### src/rtl/qspi_rd_master_if.sv
// Request/response and QSPI pin bundle for the qspi_rd_master read initiator.
interface qspi_rd_master_if;
  localparam int unsigned ADDR_W = 24;
  localparam int unsigned DATA_W = 32;

  // Host request / completion side
  logic              rd_req;
  logic              rd_fast;
  logic [ADDR_W-1:0] rd_addr;
  logic              rd_busy;
  logic              rd_valid;
  logic [DATA_W-1:0] rd_data;

  // QSPI pins (single-lane usage)
  logic              qspi_sck;
  logic              qspi_csn;
  logic              qspi_mosi;
  logic              qspi_miso;
  logic              qspi_wpn;
  logic              qspi_holdn;

  // Read initiator view
  modport master (
    input  rd_req, rd_fast, rd_addr, qspi_miso,
    output rd_busy, rd_valid, rd_data,
    output qspi_sck, qspi_csn, qspi_mosi, qspi_wpn, qspi_holdn
  );

  // Host plus flash responder view
  modport slave (
    output rd_req, rd_fast, rd_addr, qspi_miso,
    input  rd_busy, rd_valid, rd_data,
    input  qspi_sck, qspi_csn, qspi_mosi, qspi_wpn, qspi_holdn
  );
endinterface

### src/rtl/qspi_rd_master.sv
// QSPI single-lane Read (03h) / Fast Read (0Bh) initiator returning one 32-bit word.
// The serial clock runs at half the system clock: each bit is an L cycle (sck=0,
// mosi launched) followed by an H cycle (sck=1, miso captured at its closing edge).
module qspi_rd_master #(
  parameter int unsigned CS_IDLE_CYCLES = 4
) (
  input  logic              qspi_clk,
  input  logic              rst_n,
  qspi_rd_master_if.master  bus
);

  localparam logic [7:0]  CMD_FAST_READ = 8'h0B;
  localparam logic [7:0]  CMD_READ      = 8'h03;

  localparam int unsigned ADDR_W     = 24;
  localparam int unsigned DATA_W     = 32;
  localparam int unsigned SH_W       = 40;
  localparam int unsigned CNT_W      = 6;
  localparam int unsigned CMD_BITS   = 8;
  localparam int unsigned ADDR_BITS  = 24;
  localparam int unsigned DUMMY_BITS = 8;
  localparam int unsigned DATA_BITS  = 32;

  typedef enum logic [2:0] {
    S_IDLE,
    S_CMD,
    S_ADDR,
    S_DUMMY,
    S_DATA,
    S_GAP
  } state_t;

  state_t             state_q, state_d;
  logic [CNT_W-1:0]   cnt_q, cnt_d;
  logic               ph_q, ph_d;
  logic               fast_q, fast_d;
  logic [SH_W-1:0]    sh_q, sh_d;
  logic [DATA_W-1:0]  data_sh_q, data_sh_d;
  logic               csn_q, csn_d;
  logic               sck_q, sck_d;
  logic               mosi_q, mosi_d;
  logic               busy_q, busy_d;
  logic               valid_q, valid_d;
  logic [DATA_W-1:0]  data_q, data_d;

  logic [CNT_W-1:0]   phase_last_c;

  // Index of the final bit in the current serial phase
  always_comb begin
    phase_last_c = CNT_W'(DATA_BITS - 1);
    unique case (state_q)
      S_CMD:   phase_last_c = CNT_W'(CMD_BITS - 1);
      S_ADDR:  phase_last_c = CNT_W'(ADDR_BITS - 1);
      S_DUMMY: phase_last_c = CNT_W'(DUMMY_BITS - 1);
      default: phase_last_c = CNT_W'(DATA_BITS - 1);
    endcase
  end

  // State register and all registered outputs
  always_ff @(posedge qspi_clk or negedge rst_n) begin
    if (!rst_n) begin
      state_q   <= S_IDLE;
      cnt_q     <= '0;
      ph_q      <= 1'b0;
      fast_q    <= 1'b0;
      sh_q      <= '0;
      data_sh_q <= '0;
      csn_q     <= 1'b1;
      sck_q     <= 1'b0;
      mosi_q    <= 1'b0;
      busy_q    <= 1'b0;
      valid_q   <= 1'b0;
      data_q    <= '0;
    end else begin
      state_q   <= state_d;
      cnt_q     <= cnt_d;
      ph_q      <= ph_d;
      fast_q    <= fast_d;
      sh_q      <= sh_d;
      data_sh_q <= data_sh_d;
      csn_q     <= csn_d;
      sck_q     <= sck_d;
      mosi_q    <= mosi_d;
      busy_q    <= busy_d;
      valid_q   <= valid_d;
      data_q    <= data_d;
    end
  end

  // Next-state and next-output logic
  always_comb begin
    state_d   = state_q;
    cnt_d     = cnt_q;
    ph_d      = ph_q;
    fast_d    = fast_q;
    sh_d      = sh_q;
    data_sh_d = data_sh_q;
    csn_d     = csn_q;
    sck_d     = sck_q;
    mosi_d    = mosi_q;
    busy_d    = busy_q;
    valid_d   = 1'b0;
    data_d    = data_q;

    unique case (state_q)
      S_IDLE: begin
        if (bus.rd_req) begin
          fast_d    = bus.rd_fast;
          sh_d      = {(bus.rd_fast ? CMD_FAST_READ : CMD_READ), bus.rd_addr, 8'h00};
          data_sh_d = '0;
          cnt_d     = '0;
          ph_d      = 1'b0;
          csn_d     = 1'b0;
          sck_d     = 1'b0;
          mosi_d    = bus.rd_fast ? CMD_FAST_READ[7] : CMD_READ[7];
          busy_d    = 1'b1;
          state_d   = S_CMD;
        end
      end

      S_CMD, S_ADDR, S_DUMMY, S_DATA: begin
        if (!ph_q) begin
          // L -> H: raise sck, mosi holds
          ph_d  = 1'b1;
          sck_d = 1'b1;
        end else begin
          // H -> L: bit complete, capture miso, launch the next mosi bit
          ph_d  = 1'b0;
          sck_d = 1'b0;
          sh_d  = {sh_q[SH_W-2:0], 1'b0};
          if (state_q == S_DATA) begin
            data_sh_d = {data_sh_q[DATA_W-2:0], bus.qspi_miso};
          end
          if (cnt_q == phase_last_c) begin
            cnt_d = '0;
            unique case (state_q)
              S_CMD:   state_d = S_ADDR;
              S_ADDR:  state_d = fast_q ? S_DUMMY : S_DATA;
              S_DUMMY: state_d = S_DATA;
              default: begin
                state_d = S_GAP;
                csn_d   = 1'b1;
                valid_d = 1'b1;
                data_d  = data_sh_d;
              end
            endcase
          end else begin
            cnt_d = cnt_q + CNT_W'(1);
          end
          mosi_d = ((state_d == S_CMD) || (state_d == S_ADDR)) ? sh_d[SH_W-1] : 1'b0;
        end
      end

      S_GAP: begin
        // Hold csn high for the idle gap before accepting another request
        if (cnt_q == CNT_W'(CS_IDLE_CYCLES - 1)) begin
          cnt_d   = '0;
          busy_d  = 1'b0;
          state_d = S_IDLE;
        end else begin
          cnt_d = cnt_q + CNT_W'(1);
        end
      end

      default: begin
        state_d = S_IDLE;
      end
    endcase
  end

  assign bus.qspi_csn   = csn_q;
  assign bus.qspi_sck   = sck_q;
  assign bus.qspi_mosi  = mosi_q;
  assign bus.qspi_wpn   = 1'b1;
  assign bus.qspi_holdn = 1'b1;
  assign bus.rd_busy    = busy_q;
  assign bus.rd_valid   = valid_q;
  assign bus.rd_data    = data_q;

endmodule

### src/flat_wrapper.sv
// flat-port wrapper written by rule: the top's interface ports become plain ports
module qspi_rd_master_flat 
#(
  parameter int unsigned CS_IDLE_CYCLES = 4
)
  (qspi_clk, rst_n, bus_rd_req, bus_rd_fast, bus_rd_addr, bus_qspi_miso, bus_rd_busy, bus_rd_valid, bus_rd_data, bus_qspi_sck, bus_qspi_csn, bus_qspi_mosi, bus_qspi_wpn, bus_qspi_holdn);
  qspi_rd_master_if bus_i ();
  input  logic qspi_clk;
  input  logic rst_n;
  input wire logic [$bits(bus_i.rd_req)-1:0] bus_rd_req;
  input wire logic [$bits(bus_i.rd_fast)-1:0] bus_rd_fast;
  input wire logic [$bits(bus_i.rd_addr)-1:0] bus_rd_addr;
  input wire logic [$bits(bus_i.qspi_miso)-1:0] bus_qspi_miso;
  output wire logic [$bits(bus_i.rd_busy)-1:0] bus_rd_busy;
  output wire logic [$bits(bus_i.rd_valid)-1:0] bus_rd_valid;
  output wire logic [$bits(bus_i.rd_data)-1:0] bus_rd_data;
  output wire logic [$bits(bus_i.qspi_sck)-1:0] bus_qspi_sck;
  output wire logic [$bits(bus_i.qspi_csn)-1:0] bus_qspi_csn;
  output wire logic [$bits(bus_i.qspi_mosi)-1:0] bus_qspi_mosi;
  output wire logic [$bits(bus_i.qspi_wpn)-1:0] bus_qspi_wpn;
  output wire logic [$bits(bus_i.qspi_holdn)-1:0] bus_qspi_holdn;
  assign bus_i.rd_req = bus_rd_req;
  assign bus_i.rd_fast = bus_rd_fast;
  assign bus_i.rd_addr = bus_rd_addr;
  assign bus_i.qspi_miso = bus_qspi_miso;
  assign bus_rd_busy = bus_i.rd_busy;
  assign bus_rd_valid = bus_i.rd_valid;
  assign bus_rd_data = bus_i.rd_data;
  assign bus_qspi_sck = bus_i.qspi_sck;
  assign bus_qspi_csn = bus_i.qspi_csn;
  assign bus_qspi_mosi = bus_i.qspi_mosi;
  assign bus_qspi_wpn = bus_i.qspi_wpn;
  assign bus_qspi_holdn = bus_i.qspi_holdn;
  qspi_rd_master #(.CS_IDLE_CYCLES(CS_IDLE_CYCLES)) u_core (.qspi_clk(qspi_clk), .rst_n(rst_n), .bus(bus_i));
endmodule
### config.mk
export PLATFORM = sky130hd
export DESIGN_NAME = qspi_rd_master_flat
export DESIGN_NICKNAME = d
export VERILOG_FILES = /design/src/rtl/qspi_rd_master_if.sv /design/src/rtl/qspi_rd_master.sv /design/src/flat_wrapper.sv
export SDC_FILE = /design/constraint.sdc
export NUM_CORES = 1
export LEC_CHECK = 0
export BUFFER_PORTS_ARGS = -buffer_cell sky130_fd_sc_hd__buf_4
export CAP_MARGIN = 20
export CORE_UTILIZATION = 40
export DETAILED_ROUTE_END_ITERATION = 6
export PLACE_DENSITY = 0.71
export SLEW_MARGIN = 40
export SYNTH_ARGS = -nofsm -noshare
export SYNTH_HDL_FRONTEND = slang
export SYNTH_SLANG_ARGS = --single-unit
### constraint.sdc
create_clock -name qspi_clk -period 2 [get_ports qspi_clk]
set_input_delay 0 -clock qspi_clk [delete_from_list [all_inputs] [get_ports qspi_clk]]
set_output_delay 0 -clock qspi_clk [all_outputs]
set_load 0.01 [all_outputs]
==> flow_summary.yaml <==
power:
  cellLeakagePower_nw: 3.09
  p_per_area_nw_per_um2: 1130
  fin_total_pwr_w: 0.00692
  irDropWorstVdd_mv: 0.542
floorplanning:
  die_w_um: 111
  core-area_um2: 11500
  rows: 39
  start_util_pct: 41.5
  io_pins: 68
  dieArea_um2: 12400
  die_h_um: 111
worst_setup_path:
  timing.critical_path.mode_cell: "buf_4"
  slowest_delay_ns: 0.40
  path_cells: "buf_4 > or2_4 > nor3_4 > buf_4 > nand3_4 > buf_12 > mux2_4"
  critPathSlowestCell: "dfrtp_1"
  end_kind: "register"
  startpoint_type: "register"
  path_class: "register to register"
  worst_ep_arrival_time_ns: 2.21
  timing.rr.start: "u_core.state_q[1]"
  r2r_slack_ns: 0.03
  endpoint: "u_core.bus.rd_data[26]"
  r2r-end: "u_core.bus.rd_data[26]"
  required_ns: 2.24
  rr_worst_depth: 7
  critPathMaxFanout: 25
  startpoint: "u_core.state_q[1]"
clocking:
  worstSkewPairLatency_ns: 0.36
  clk_pin_slew_ns: 0.07
  cts_buffers: 9
  cts_sinks: 109
  cts-root-buf: "clkbuf_16"
  cts_tree: "built"
  clockBufferDepth: 2
  h-tree-depth: 3
global_routing:
  overflow: 0
  grt_pass1_vias: 3349
  grt_pass1_wl_mm: 17.0
  grt_use_total_pct: 17.3
  grt_max_degree: 59
  antenna_found_initial: 0
outcome:
  outcome: "complete, but fails checks"
  violations: "DRC, hold timing"
logic_synthesis:
  synth-seq-cells: 109
  netlist_instances: 385
  synth_edf_count: 0
  synthFlopType: "dfrtp_1"
  syn_area_um2: 4780
  ys_types: 47
  synth.avg_cell_area_um2: 12.4
  yosysSeqAreaShare_pct: 57.1
  yosys_warnings: 0
  ys_async_sr_fraction_pct: 100
run:
  maxCapViolations: 0
routing:
  avgRoutedWirePerCell_um: 16.3
  drt_iter0_drc: 164
  drc: 6
  drtPass1Iterations: 6
  wl_mm: 10.2
  vias: 3326
  ant_nets: 0
  viasPerCell: 5.28
timing:
  clock_skew_ns: 0.00948
  timing.final.max_slew_violations: 0
  timing.hold.ws_ns: -0.0217
  setup_viol: 0
  rsz0062_at_grt: "yes"
  fin_crit_sh_pct: 98.5
  finalHoldViolCount: 1
  period_minus_slack_ns: 1.97
  finalSetupTns_ns: 0
  fmax_ghz: 0.507
place:
  gp_congestion: 0.858
  placedCellCount: 583
  hpwl_mm: 6.19
  io_buffers: 65
cells_and_area:
  fin_cells: 630
  nets: 512
  fin_util_pct: 53.3
  num-fill-cells: 981
  n_antenna_cell: 0
  syn2layout_area_growth_pct: 28.5
  drive_above_1_share_pct: 30.4
worst_hold_path:
  hp-class: "input pin to register"
## synthesized netlist by cell type, drive strengths merged (2+ instances only)
master	instances	share of area, %
nor2b	4	0.52
or2	2	0.26
inv	6	0.47
mux2i	30	6.3
nor3	4	0.52
nand2b	4	0.68
nand2	47	3.7
and2	2	0.26
nor2	12	0.94
o22ai	2	0.26
clkbuf	8	0.63
o21ai	33	3.5
nand3	4	0.68
mux2	33	10
o211ai	2	0.31
dfrtp	108	57
nand4	2	0.26
a211oi	2	0.31
buf	18	2.8
a22o	33	6.1
a21oi	10	1.1
xnor2	2	0.68
and3	2	0.26
## logic make-up (layout without fill, tap and decap cells)
family	Yosys count	after routing	share of synthesized area [%]
AO/OA/AOI/OAI	92	92	13.3
XOR/XNOR	2	2	0.681
adder cells (fa/ha/maj)	1	1	0.262
buffers and inverters	32	133	3.88
flip-flops	109	109	57.1
multiplexers	63	63	16.3
other	1	2	0.0785
AND/OR/NAND/NOR	85	85	8.43
## cell usage in the layout, fill, tap and decap left out, types with 8 or more instances in the layout
cell and instances:
mux2_4 28, a22o_1 33, dfrtp_1 108, a21oi_1 8
clkbuf_16 11, buf_4 78, mux2i_1 30, nand2_1 47
dlygate4sd3_1 26, nor2_1 11, o21ai_0 33
## how the worst min path moves through the flow
| stage | cells past startpoint | end | start |
|---|---|---|---|
| final | 3 | u_core.sh_q[10] | bus_rd_addr[2] |
| after global routing | 3 | u_core.sh_q[10] | bus_rd_addr[2] |
| after CTS | 3 | u_core.sh_q[10] | bus_rd_addr[2] |
| after detailed placement | 1 | u_core.sh_q[20] | rst_n |
| after global placement | 1 | u_core.sh_q[20] | rst_n |
| after floorplan | 0 | u_core.bus.qspi_mosi | rst_n |
## sequential cells by signal (all words and copies together) (netlist names)
name / flops
u_core.bus.qspi_sck: 1
u_core.state_q: 3
u_core.data_sh_q: 31
u_core.bus.rd_busy: 1
u_core.bus.qspi_mosi: 1
u_core.bus.rd_valid: 1
u_core.cnt_q: 6
u_core.sh_q: 31
u_core.bus.rd_data: 32
u_core.bus.qspi_csn: 1
u_core.fast_q: 1
## layout make-up
class / count / area, µm² / share of cell area [%]
clock buffers: 10 / 239 / 3.89
clock inverters: 6 / 60.1 / 0.978
inverters: 6 / 22.5 / 0.367
multi-input cells: 245 / 1910 / 31.1
flip-flops and latches: 109 / 2730 / 44.5
well taps: 143 / 179 / 2.91
repair buffers: 111 / 998 / 16.3
## through the flow
stage          setup WS [ns]  cell area [µm²]
2_1_floorplan          0.205             4780
4_1_cts               0.0371             6050
5_1_grt              -0.0408             6140
6_report              0.0295             6140
3_3_place_gp          0.0656             5450
3_5_place_dp          0.0447             5490
## metal layers
| layer | part of all wire [%] | GRT usage, % | vias to the layer above |
|---|---|---|---|
| li1 | - | - | 1564 |
| met1 | 45 | 22.6 | 1671 |
| met2 | 50 | 28.0 | 72 |
| met3 | 3.2 | 2.68 | 19 |
| met4 | 2.4 | 8.38 | 0 |
| met5 | 0 | 0 | - |
## critical path: cells and delay by family (launching register included)
family / cells / cell delay (ns)
and+or+nand+nor: 3 / 0.57
buffers and inverters: 3 / 0.55
muxes: 1 / 0.31
DFF: 1 / 0.40
## power by group
group          total (W)  switching, W  internal, W
Combinational    0.00228       0.00124      0.00104
Clock            0.00180      0.000880     0.000918
Sequential       0.00285      0.000262      0.00259
Total            0.00692       0.00239      0.00454
## what timing repair did
action / CTS / global route
endpoints found under the setup margin: 0 / 49
hold endpoints to repair: 58 / 0
gates resized for setup: 0 / 7
hold buffers: 26 / 0
buffers inserted: 0 / 3
(Power assumes the default switching activity.)
